--- config.mk ---
export PLATFORM = sky130hd
export DESIGN_NAME = count_source_flat
export DESIGN_NICKNAME = d
export VERILOG_FILES = /design/src/rtl/count_source_if.sv /design/src/rtl/count_source.sv /design/src/flat_wrapper.sv
export SDC_FILE = /design/constraint.sdc
export NUM_CORES = 1
export LEC_CHECK = 0
export BUFFER_PORTS_ARGS = -buffer_cell sky130_fd_sc_hd__buf_2
export CAP_MARGIN = 20
export CORE_MARGIN = 1.5
export CORE_UTILIZATION = 35
export CTS_CLUSTER_DIAMETER = 60
export DETAILED_ROUTE_END_ITERATION = 6
export PLACE_DENSITY = 0.59
export SYNTH_ARGS = -nofsm -noshare
export SYNTH_HDL_FRONTEND = slang
export SYNTH_SLANG_ARGS = --single-unit
--- constraint.sdc ---
create_clock -name clock1 -period 2.2 [get_ports clock1]
set_input_delay 0.22 -clock clock1 [delete_from_list [all_inputs] [get_ports clock1]]
set_output_delay 0.22 -clock clock1 [all_outputs]
set_load 0.02 [all_outputs]
--- src/rtl/count_source_if.sv ---
// count_source_if: stimulus-side control inputs and capture-side outputs of the count source
interface count_source_if;
  logic       start;
  logic [3:0] seed;
  logic [3:0] burst_len;
  logic       next;
  logic       dir;
  logic [3:0] inc_step;
  logic [3:0] dec_step;
  logic [3:0] data_out;
  logic       enable;
  logic       busy;
  logic       done;
  modport master (
    output start, seed, burst_len, next, dir, inc_step, dec_step,
    input  data_out, enable, busy, done
  );
  modport slave (
    input  start, seed, burst_len, next, dir, inc_step, dec_step,
    output data_out, enable, busy, done
  );
endinterface

--- src/rtl/count_source.sv ---
// count_source: bounded burst of up/down stepped 4-bit values, one per synchronized next edge
module count_source #(
  parameter bit WRAP        = 1'b1,
  parameter int SYNC_STAGES = 2
) (
  input logic          clock1,
  input logic          rst,
  count_source_if.slave bus
);
  typedef enum logic [1:0] {IDLE, ARMED, DONE} state_t;
  state_t                 state_q;
  logic [SYNC_STAGES-1:0] sync_q;
  logic                   hist_q;
  logic [3:0]             acc_q;
  logic [3:0]             dout_q;
  logic [4:0]             cnt_q;
  logic                   en_q;
  logic                   busy_q;
  logic                   done_q;
  logic                   edge_d;
  logic [4:0]             sum_d;
  logic [4:0]             diff_d;
  logic [3:0]             step_d;
  // next is asynchronous: resynchronize it, then keep one history flop for rise detection
  always_ff @(posedge clock1)
    if (rst) begin
      sync_q <= '0;
      hist_q <= 1'b0;
    end else begin
      sync_q <= {sync_q[SYNC_STAGES-2:0], bus.next};
      hist_q <= sync_q[SYNC_STAGES-1];
    end
  // next accumulator value; the fifth bit is the carry/borrow that selects wrap or clamp
  always_comb begin
    edge_d = sync_q[SYNC_STAGES-1] & ~hist_q;
    sum_d  = {1'b0, acc_q} + {1'b0, bus.inc_step};
    diff_d = {1'b0, acc_q} - {1'b0, bus.dec_step};
    step_d = bus.dir ? (diff_d[4] ? (WRAP ? diff_d[3:0] : 4'd0) : diff_d[3:0])
                     : (sum_d[4]  ? (WRAP ? sum_d[3:0]  : 4'd15) : sum_d[3:0]);
  end
  // burst control; data_out is a separate register so loading a seed never disturbs it
  always_ff @(posedge clock1)
    if (rst) begin
      state_q <= IDLE;
      acc_q   <= 4'd0;
      dout_q  <= 4'd0;
      cnt_q   <= 5'd0;
      en_q    <= 1'b0;
      busy_q  <= 1'b0;
      done_q  <= 1'b0;
    end else begin
      en_q   <= 1'b0;
      done_q <= 1'b0;
      case (state_q)
        IDLE:
          if (bus.start) begin
            acc_q   <= bus.seed;
            cnt_q   <= (bus.burst_len == 4'd0) ? 5'd16 : {1'b0, bus.burst_len};
            busy_q  <= 1'b1;
            state_q <= ARMED;
          end
        ARMED:
          if (edge_d) begin
            acc_q  <= step_d;
            dout_q <= step_d;
            en_q   <= 1'b1;
            cnt_q  <= cnt_q - 5'd1;
            if (cnt_q == 5'd1) state_q <= DONE;
          end
        DONE: begin
          busy_q  <= 1'b0;
          done_q  <= 1'b1;
          state_q <= IDLE;
        end
        default: state_q <= IDLE;
      endcase
    end
  assign bus.data_out = dout_q;
  assign bus.enable   = en_q;
  assign bus.busy     = busy_q;
  assign bus.done     = done_q;
endmodule

--- src/flat_wrapper.sv ---
// flat-port wrapper written by rule: the top's interface ports become plain ports
module count_source_flat 
#(
  parameter bit WRAP        = 1'b1,
  parameter int SYNC_STAGES = 2
)
  (clock1, rst, bus_start, bus_seed, bus_burst_len, bus_next, bus_dir, bus_inc_step, bus_dec_step, bus_data_out, bus_enable, bus_busy, bus_done);
  count_source_if bus_i ();
  input logic clock1;
  input logic rst;
  input wire logic [$bits(bus_i.start)-1:0] bus_start;
  input wire logic [$bits(bus_i.seed)-1:0] bus_seed;
  input wire logic [$bits(bus_i.burst_len)-1:0] bus_burst_len;
  input wire logic [$bits(bus_i.next)-1:0] bus_next;
  input wire logic [$bits(bus_i.dir)-1:0] bus_dir;
  input wire logic [$bits(bus_i.inc_step)-1:0] bus_inc_step;
  input wire logic [$bits(bus_i.dec_step)-1:0] bus_dec_step;
  output wire logic [$bits(bus_i.data_out)-1:0] bus_data_out;
  output wire logic [$bits(bus_i.enable)-1:0] bus_enable;
  output wire logic [$bits(bus_i.busy)-1:0] bus_busy;
  output wire logic [$bits(bus_i.done)-1:0] bus_done;
  assign bus_i.start = bus_start;
  assign bus_i.seed = bus_seed;
  assign bus_i.burst_len = bus_burst_len;
  assign bus_i.next = bus_next;
  assign bus_i.dir = bus_dir;
  assign bus_i.inc_step = bus_inc_step;
  assign bus_i.dec_step = bus_dec_step;
  assign bus_data_out = bus_i.data_out;
  assign bus_enable = bus_i.enable;
  assign bus_busy = bus_i.busy;
  assign bus_done = bus_i.done;
  count_source #(.WRAP(WRAP), .SYNC_STAGES(SYNC_STAGES)) u_core (.clock1(clock1), .rst(rst), .bus(bus_i));
endmodule
==> flow_summary.json, run 1 <==
{
  "leakagePower_uw": 0.000584,
  "grt_usage_pct": 15.1,
  "path_class": "in -> reg",
  "dp_slack_ns": -0.153,
  "hold_buffers": 0,
  "hold_class": "in -> reg",
  "grt_pass1_vias": 982,
  "crit_family": "compound AO/OA/AOI/OAI gates",
  "cp-startpoint": "bus_inc_step[0]",
  "ys_types": 34,
  "portBuffers": 27,
  "avgSynthCellArea_um2": 8.81,
  "postRouteAntennaNets": 0,
  "clockRootBuffer": "clkbuf_4",
  "synth_top_family_by_area": "compound AO/OA/AOI/OAI gates",
  "synth-adder-area-share_pct": 8.57,
  "mostFrequentLayoutCells": "buf_2, dfxtp_1, nor2_1",
  "die_width_um": 59.3,
  "first_pass_iters": 2,
  "grt_max_degree": 22,
  "grt_util_met1_pct": 16.9,
  "gr-usage-met2_pct": 27.3,
  "grt_busiest_layer": "met2",
  "crit_top_cell": "ha_1",
  "synthXorXnorAreaFrac_pct": 3.61,
  "die_h_um": 59.3,
  "route.detailed.drc": 0,
  "netlist_instances": 126,
  "cp_slowest_cell": "a2111oi_2",
  "min_period_ns": 2.01,
  "syn_nets": 154,
  "slew_violations": 0,
  "wl_per_cell_um": 11.9,
  "crit_path_start_kind": "input port",
  "worstMarginPinSlew_ns": 0.485,
  "dp_hpwl_mm": 1.86,
  "cts.sinks": 21,
  "setup_violations": 0,
  "yosysSeqAreaShare_pct": 37.9,
  "crit_required_ns": 2.41,
  "clock_latency_ns": 0.30,
  "endpoint_kind": "flop",
  "fin_crit_sh_pct": 91.5,
  "start_util_pct": 36.7,
  "grt_overflow_total": 0,
  "cts_tree": "built",
  "drt_iter0_drc": 20,
  "status": "completed",
  "skew_ns": 0.00351,
  "pin_count": 28,
  "rsz0062_at_grt": "false",
  "nNetsFinal": 186,
  "final_common_cell": "buf_2",
  "fin_util_pct": 44.6,
  "post_cts_buffers": 0,
  "area_growth_pct": 21.6,
  "path_max_fanout": 3,
  "avgViaCountPerCell": 4.94,
  "antenna_cells": 0,
  "path_buf_inv": 2,
  "r2r-end": "u_core.acc_q[3]",
  "slowest_delay_ns": 0.36,
  "die-area_um2": 3520,
  "synth-compound-area-share_pct": 21.3,
  "netlist_area_um2": 1110,
  "grt_pass1_wl_mm": 4.02,
  "cp_num_cells": 11,
  "rr_worst_depth": 5,
  "path_clk_slew_ns": 0.12,
  "grt_use_met3_pct": 1.97,
  "routed_wirelength_mm": 2.38,
  "yosysWarnings": 0,
  "endpoint": "u_core.acc_q[3]",
  "power-per-cell-area_nw_per_um2": 613,
  "crit-reg2reg-launch": "u_core.acc_q[2]",
  "coreArea_um2": 3030,
  "ctsLongestPathBuffers": 2,
  "dr_total_vias": 992,
  "cp_data_arrival_time_ns": 2.22,
  "regToRegSetupSlack_ns": 0.40,
  "numCtsBuffers": 3,
  "crit_chain": "buf_2 > inv_1 > ha_1 > xor2_1 > nor2_1 > a21oi_1 > ha_1 > nor2b_1 > a221oi_1 > xnor3_1 > a2111oi_2",
  "cap_violations": 0,
  "rows": 20,
  "synthMuxAreaShare_pct": 2.93,
  "fin_ws_ns": 0.187,
  "relSlewSlack_pct": 67.5,
  "drive_gt1_share_pct": 26.8,
  "htree_num_levels": 1,
  "synth-simple-area-share_pct": 20.6,
  "place_congestion": 0.872,
  "vdd_drop_max_v": 0.000231,
  "ys_ff_latch": 21,
  "hold_viol_final": 0,
  "antenna_found_initial": 0,
  "max_freq_mhz": 497,
  "post_cts_resized": 0
}
==> where the power goes <==
part / leakage (uW) / internal (uW) / switching [uW] / total, uW
Sequential: 0.000172 / 404 / 16.0 / 420
Combinational: 0.000394 / 108 / 113 / 222
Clock: 0.0000177 / 67.8 / 119 / 186
==> synth_stat cells <==
| cell | number | area, um^2 |
|---|---|---|
| a2111oi_2 | 1 | 15.0 |
| a211oi_1 | 10 | 75.1 |
| a21o_1 | 1 | 7.51 |
| a21oi_1 | 6 | 30.0 |
| a221oi_1 | 3 | 26.3 |
| a22o_1 | 1 | 8.76 |
| a311oi_1 | 1 | 8.76 |
| and3_1 | 1 | 6.26 |
| clkbuf_1 | 6 | 22.5 |
| dfxtp_1 | 21 | 420 |
| fa_1 | 1 | 20.0 |
| ha_1 | 6 | 75.1 |
| inv_1 | 9 | 33.8 |
| mux2_2 | 2 | 22.5 |
| mux2i_1 | 1 | 10.0 |
| nand2_1 | 7 | 26.3 |
| nand2b_1 | 2 | 12.5 |
| nand3b_1 | 1 | 7.51 |
| nand4b_1 | 1 | 8.76 |
| nor2_1 | 14 | 52.6 |
| nor2b_1 | 8 | 50.1 |
| nor3_1 | 5 | 25.0 |
| nor3b_1 | 2 | 15.0 |
| nor3b_2 | 1 | 12.5 |
| nor4_1 | 1 | 6.26 |
| o21a_1 | 1 | 7.51 |
| o21ai_0 | 6 | 30.0 |
| o22ai_1 | 1 | 6.26 |
| o31a_1 | 1 | 8.76 |
| o31ai_2 | 1 | 12.5 |
| or3_1 | 1 | 6.26 |
| xnor2_1 | 1 | 8.76 |
| xnor3_1 | 1 | 22.5 |
| xor2_1 | 1 | 8.76 |
==> flip-flops by register name, indices dropped and copies added, names as in the netlist <==
register	flops
u_core.bus.data_out	4
u_core.bus.done	1
u_core.acc_q	4
u_core.cnt_q	5
u_core.sync_q	2
u_core.bus.enable	1
u_core.bus.busy	1
u_core.hist_q	1
u_core.state_q	2
==> final cells by class <==
cell class | instances | area [um^2]
Inverter | 9 | 33.8
Timing Repair Buffer | 33 | 180
Clock inverter | 1 | 5.00
Clock buffer | 3 | 22.5
Multi-Input combinational cell | 90 | 633
Tap cell | 44 | 55.1
Sequential cell | 21 | 420
Fill cell | 319 | 1680
==> worst min path at each step <==
| stage | from | to | slack (ns) | cells after the start |
|---|---|---|---|---|
| 2_1_floorplan | rst | u_core.acc_q[3] | 0.29 | 1 |
| 3_3_place_gp | u_core.sync_q[0] | u_core.sync_q[1] | 0.42 | 1 |
| 3_5_place_dp | u_core.sync_q[0] | u_core.sync_q[1] | 0.43 | 1 |
| 4_1_cts | bus_next | u_core.sync_q[0] | 0.11 | 2 |
| 5_1_grt | bus_next | u_core.sync_q[0] | 0.11 | 2 |
| 6_report | bus_next | u_core.sync_q[0] | 0.12 | 2 |
==> worst register-to-register path, delay by kind of cell, from the launching register on <==
family | cells | cell delay [ns]
xor gates and xnor gates | 1 | 0.30
adders and majority gates | 1 | 0.32
AOI/OAI and AO/OA | 2 | 0.63
and+or+nand+nor | 1 | 0.14
DFF | 1 | 0.33
==> per-layer routing <==
metal,part of all wire [%],vias to the layer above
li1,-,512
met1,45,456
met2,50,20
met3,3.4,4
met4,1.7,0
met5,0,-
==> kinds of logic after synthesis <==
group           after synthesis
compound gates               33
fa+ha+maj                     7
xor+xnor                      3
buf+inv                      15
flops                        21
mux                           3
simple gates                 44
==> stage by stage <==
step / setup TNS [ns] / total power (uW) / area (um^2) / cells / hold WS, ns
after floorplan: 0 / 578 / 1110 / 126 / 0.289
after global placement: -0.0671 / 648 / 1320 / 197 / 0.420
after detailed placement: -0.153 / 655 / 1320 / 197 / 0.430
after CTS: 0 / 844 / 1350 / 201 / 0.113
after global routing: 0 / 893 / 1350 / 201 / 0.107
final: 0 / 827 / 1350 / 201 / 0.118
Power figures use the tool's default switching activity.
==> run 2, diff against run 1 <==
GPL_TIMING_DRIVEN = 0   (was not set)
RECOVER_POWER = 50   (was not set)
==> flow_summary.json, run 2 (same netlist as run 1, synthesis figures left out) <==
{
  "start_util_pct": 36.7,
  "path_max_fanout": 3,
  "cp_data_arrival_time_ns": 2.21,
  "slowest_delay_ns": 0.29,
  "cp_slowest_cell": "ha_1",
  "dr_total_vias": 972,
  "skew_ns": 0.00445,
  "power-per-cell-area_nw_per_um2": 617,
  "timing.setup.tns_ns": 0,
  "portBuffers": 27,
  "hold_viol_final": 0,
  "status": "completed",
  "crit_chain": "buf_2 > inv_1 > ha_1 > xor2_1 > nor2_1 > a21oi_1 > ha_1 > nor2b_1 > a221oi_2 > xnor3_1 > a2111oi_2",
  "antenna_found_initial": 0,
  "antenna_cells": 0,
  "grt_overflow_total": 0,
  "dp_hpwl_mm": 1.83,
  "path_clk_slew_ns": 0.11,
  "hold_class": "in -> reg",
  "fin_crit_sh_pct": 91.3,
  "place_congestion": 0.870,
  "worstMarginPinSlew_ns": 0.521,
  "final-seq-area_um2": 420,
  "die-area_um2": 3520,
  "numCtsBuffers": 3,
  "route.detailed.drc": 0,
  "relSlewSlack_pct": 65.1,
  "vdd_drop_max_v": 0.000261,
  "slew_violations": 0,
  "largest_reg_flops": 5,
  "cts_tree": "built",
  "min_period_ns": 2.01,
  "max_flop_register": "u_core.cnt_q",
  "drive_gt1_share_pct": 18.5,
  "final_common_cell": "dfxtp_1",
  "leakagePower_uw": 0.000532,
  "mostFrequentLayoutCells": "dfxtp_1, buf_2, clkbuf_1, nor2_1, a211oi_1",
  "rsz0062_at_grt": "false",
  "nNetsFinal": 186,
  "clockRootBuffer": "clkbuf_4",
  "max_freq_mhz": 498,
  "htree_num_levels": 1,
  "die_h_um": 59.3,
  "fill_cells": 316,
  "cts.sinks": 21,
  "regToRegSetupSlack_ns": 0.43,
  "crit_family": "compound AO/OA/AOI/OAI gates",
  "grt_pass1_vias": 905,
  "path_class": "in -> reg",
  "first_pass_iters": 4,
  "postRouteAntennaNets": 0,
  "crit_path_start_kind": "input port",
  "multi_input_area_um2": 639,
  "routed_wirelength_mm": 2.30,
  "grt_max_degree": 13,
  "area_growth_pct": 19.3,
  "setup_violations": 0,
  "grt_pass1_wl_mm": 3.77,
  "coreArea_um2": 3030,
  "fin_util_pct": 43.7,
  "grt_usage_pct": 14.2,
  "crit_required_ns": 2.40,
  "crit_top_cell": "ha_1",
  "wl_per_cell_um": 11.5,
  "drt_iter0_drc": 25,
  "ctsLongestPathBuffers": 2,
  "pin_count": 28,
  "path_buf_inv": 2,
  "avgViaCountPerCell": 4.84,
  "clock_latency_ns": 0.30,
  "die_width_um": 59.3,
  "endpoint_kind": "flop",
  "rows": 20,
  "cap_violations": 0
}
## run 2: cell types whose count changed in the layout (fill, tap and decap cells not counted), sizes merged
cell	previous run	this run
buf	33	19
clkbuf	3	17
## run 2: final timing paths
kind                           end  cells past startpoint               from
setup / recovery   u_core.acc_q[3]                     11    bus_inc_step[0]
hold / removal    u_core.sync_q[0]                      2           bus_next
setup reg to reg   u_core.acc_q[3]                      5  u_core.state_q[0]
hold reg to reg   u_core.sync_q[1]                      1   u_core.sync_q[0]
## run 2: per-stage QoR
stage	cell area [um^2]	setup WS [ns]	hold WS (ns)	instances	total power (uW)
after floorplan	1110	0.0921	0.289	126	578
after global placement	1300	-0.208	0.414	197	636
after detailed placement	1300	-0.284	0.417	197	641
after CTS	1330	0.0398	0.0816	201	829
after global routing	1320	0.00361	0.105	201	875
final	1320	0.192	0.126	201	817
## run 2: where the power goes
| group | switching, uW | total (uW) | internal, uW |
|---|---|---|---|
| Sequential | 13.4 | 417 | 404 |
| Clock | 116 | 184 | 67.7 |
| Combinational | 116 | 216 | 99.9 |
## run 2: metal layers
metal	track usage, %	share of wire (%)
met1	17.1	47
met2	25.0	48
met3	2.18	4.6
met4	5.84	0.74
met5	0	0
## run 2: what timing repair did
item / 4_1_cts / 5_1_grt
hold buffers: 0 / 0
buffers inserted: 0 / 0
setup endpoints to repair: 0 / 1
resized for setup: 0 / 1
## run 2: final cells by class
type | instances | area share [%]
buffer | 6 | 1.70
clock buffer | 3 | 1.70
clock inverter | 1 | 0.378
inverter | 9 | 2.55
multi-input combinational | 90 | 48.3
sequential | 21 | 31.8
tap | 44 | 4.16
timing repair buffer | 27 | 9.45
## run 2: worst reg2reg max path, stage by stage, from the launching register on
cell	delay, ns
dfxtp_1	0.33
clkbuf_1	0.27
nand3b_1	0.19
a21oi_1	0.46
nor2_1	0.10
a2111oi_2	0.33
==> run 3, diff against run 2 <==
ABC_AREA = 1   (was not set)
PLACE_DENSITY = 0.58   (was 0.59)
==> flow_summary.json, run 3 <==
{
  "ys_types": 28,
  "largest_reg_flops": 5,
  "hold_class": "in -> reg",
  "slew_violations": 0,
  "hold_ws_ns": 0.0983,
  "slowest_delay_ns": 0.47,
  "place_inst": 229,
  "path_class": "reg -> reg",
  "cap_violations": 0,
  "crit_path_start_kind": "flop",
  "area_growth_pct": 16.8,
  "clock_latency_ns": 0.31,
  "hold_viol_final": 0,
  "avgSynthCellArea_um2": 7.39,
  "max_flop_register": "u_core.cnt_q",
  "min_period_ns": 1.70,
  "cts_tree": "built",
  "htree_num_levels": 1,
  "synth_common_cells": "nand2_1, dfxtp_1, inv_1",
  "post_cts_resized": 0,
  "ctsLongestPathBuffers": 2,
  "grt_usage_pct": 15.2,
  "synth_top_area_share_pct": 36.0,
  "relSlewSlack_pct": 58.9,
  "portBuffers": 27,
  "dr_total_vias": 1071,
  "cts.sinks": 21,
  "async_flop_share_pct": 0,
  "nNetsFinal": 218,
  "max_freq_mhz": 587,
  "rows": 20,
  "path_max_fanout": 10,
  "status": "completed",
  "numCtsBuffers": 3,
  "grt_pass1_vias": 984,
  "place_congestion": 0.808,
  "avgViaCountPerCell": 4.60,
  "clockRootBuffer": "clkbuf_4",
  "postRouteAntennaNets": 0,
  "ys_ff_latch": 21,
  "netlist_area_um2": 1170,
  "fin_cells": 233,
  "dp_hpwl_mm": 1.97,
  "timing.setup.tns_ns": 0,
  "synth_area_leaders": "dfxtp_1, nand2_1, inv_1",
  "crit_family": "simple AND/OR/NAND/NOR gates",
  "grt_pass1_wl_mm": 4.12,
  "yosysSeqAreaShare_pct": 36.0,
  "power_uw": 834,
  "wl_per_cell_um": 10.6,
  "vdd_drop_max_v": 0.000206,
  "rsz0062_at_grt": "false",
  "final_common_cell": "nand2_1",
  "drive_gt1_share_pct": 19.6,
  "path_buf_inv": 3,
  "synthFlopType": "dfxtp_1",
  "leakagePower_uw": 0.000652,
  "yosysWarnings": 0,
  "cp_slowest_cell": "nor2_1",
  "setup_violations": 0,
  "syn_nets": 186,
  "first_pass_iters": 4,
  "crit_chain": "inv_2 > nor2_1 > inv_4 > nor2_8 > nor2_4 > buf_6 > a21oi_2 > a21oi_1",
  "worstMarginPinSlew_ns": 0.614,
  "pin_count": 28,
  "fin_util_pct": 44.0,
  "mostFrequentLayoutCells": "nand2_1, inv_1, buf_2, dfxtp_1",
  "endpoint_kind": "flop",
  "fin_crit_sh_pct": 77.4,
  "die_h_um": 60.8,
  "route.detailed.drc": 0,
  "coreArea_um2": 3100,
  "die_width_um": 60.8,
  "die-area_um2": 3690,
  "synth_most_common_cell": "nand2_1",
  "power-per-cell-area_nw_per_um2": 611,
  "antenna_cells": 0,
  "skew_ns": 0.00249,
  "hold_buffers": 0,
  "grt_overflow_total": 0,
  "path_clk_slew_ns": 0.12,
  "post_cts_buffers": 0,
  "drt_iter0_drc": 57,
  "synth_edf_count": 0,
  "cp_data_arrival_time_ns": 1.92,
  "regToRegSetupSlack_ns": 0.50,
  "antenna_found_initial": 0,
  "routed_wirelength_mm": 2.47,
  "start_util_pct": 37.6,
  "grt_max_degree": 13,
  "synth_area_leader_cell": "dfxtp_1",
  "crit_required_ns": 2.42,
  "netlist_instances": 158
}
## run 3: cell families (layout without fill, tap and decap cells)
group | after synthesis | count (layout) | synth area share, %
adder cells (fa/ha/maj) | 7 | 7 | 8.15
AO/OA/AOI/OAI | 39 | 39 | 17.3
XOR/XNOR | 3 | 3 | 2.25
flip-flops | 21 | 21 | 36.0
buffers and inverters | 29 | 60 | 11.1
AND/OR/NAND/NOR | 59 | 59 | 25.2
## run 3: routing by layer
metal / up-vias / wire length (um) / GRT usage (%)
met5: - / 0 / 0
met4: 0 / 44 / 7.45
met3: 5 / 87 / 2.56
met2: 22 / 1130 / 25.7
met1: 472 / 1210 / 18.6
li1: 572 / - / -
## run 3: area by class of cell
class,instances,area [um^2]
fill,351,1740
multi-input combinational,108,604
sequential,21,420
timing repair buffer,27,126
inverter,25,98.8
tap,44,55.1
buffer,4,31.3
clock buffer,3,22.5
clock inverter,1,5.00
## run 3: path summary, 6_finish.rpt
path,start,depth (start not counted),to
worst max-delay path,u_core.state_q[0],8,u_core.acc_q[3]
worst min-delay path,bus_next,3,u_core.sync_q[0]
worst max register to register,u_core.state_q[0],8,u_core.acc_q[3]
worst min register to register,u_core.sync_q[0],2,u_core.sync_q[1]
## run 3: worst reg2reg max path: cells and delay by family, from the launching register on
family                 cells  cell delay, ns
buffers and inverters      3            0.33
and+or+nand+nor            3            0.75
AOI/OAI and AO/OA          2            0.18
DFF                        1            0.36
## run 3: power breakdown
part	switching [uW]	internal, uW	total, uW	leakage [uW]
Sequential	12.2	404	416	0.000172
Combinational	133	90.8	223	0.000462
Clock	126	68.0	194	0.0000177
Total	271	563	834	0.000652
## run 3: stage by stage
step	worst slack, ns	instance area, um^2
floorplan	0.461	1170
global placement	0.243	1360
detailed placement	0.217	1360
CTS	0.551	1390
global route	0.347	1360
finish	0.496	1360
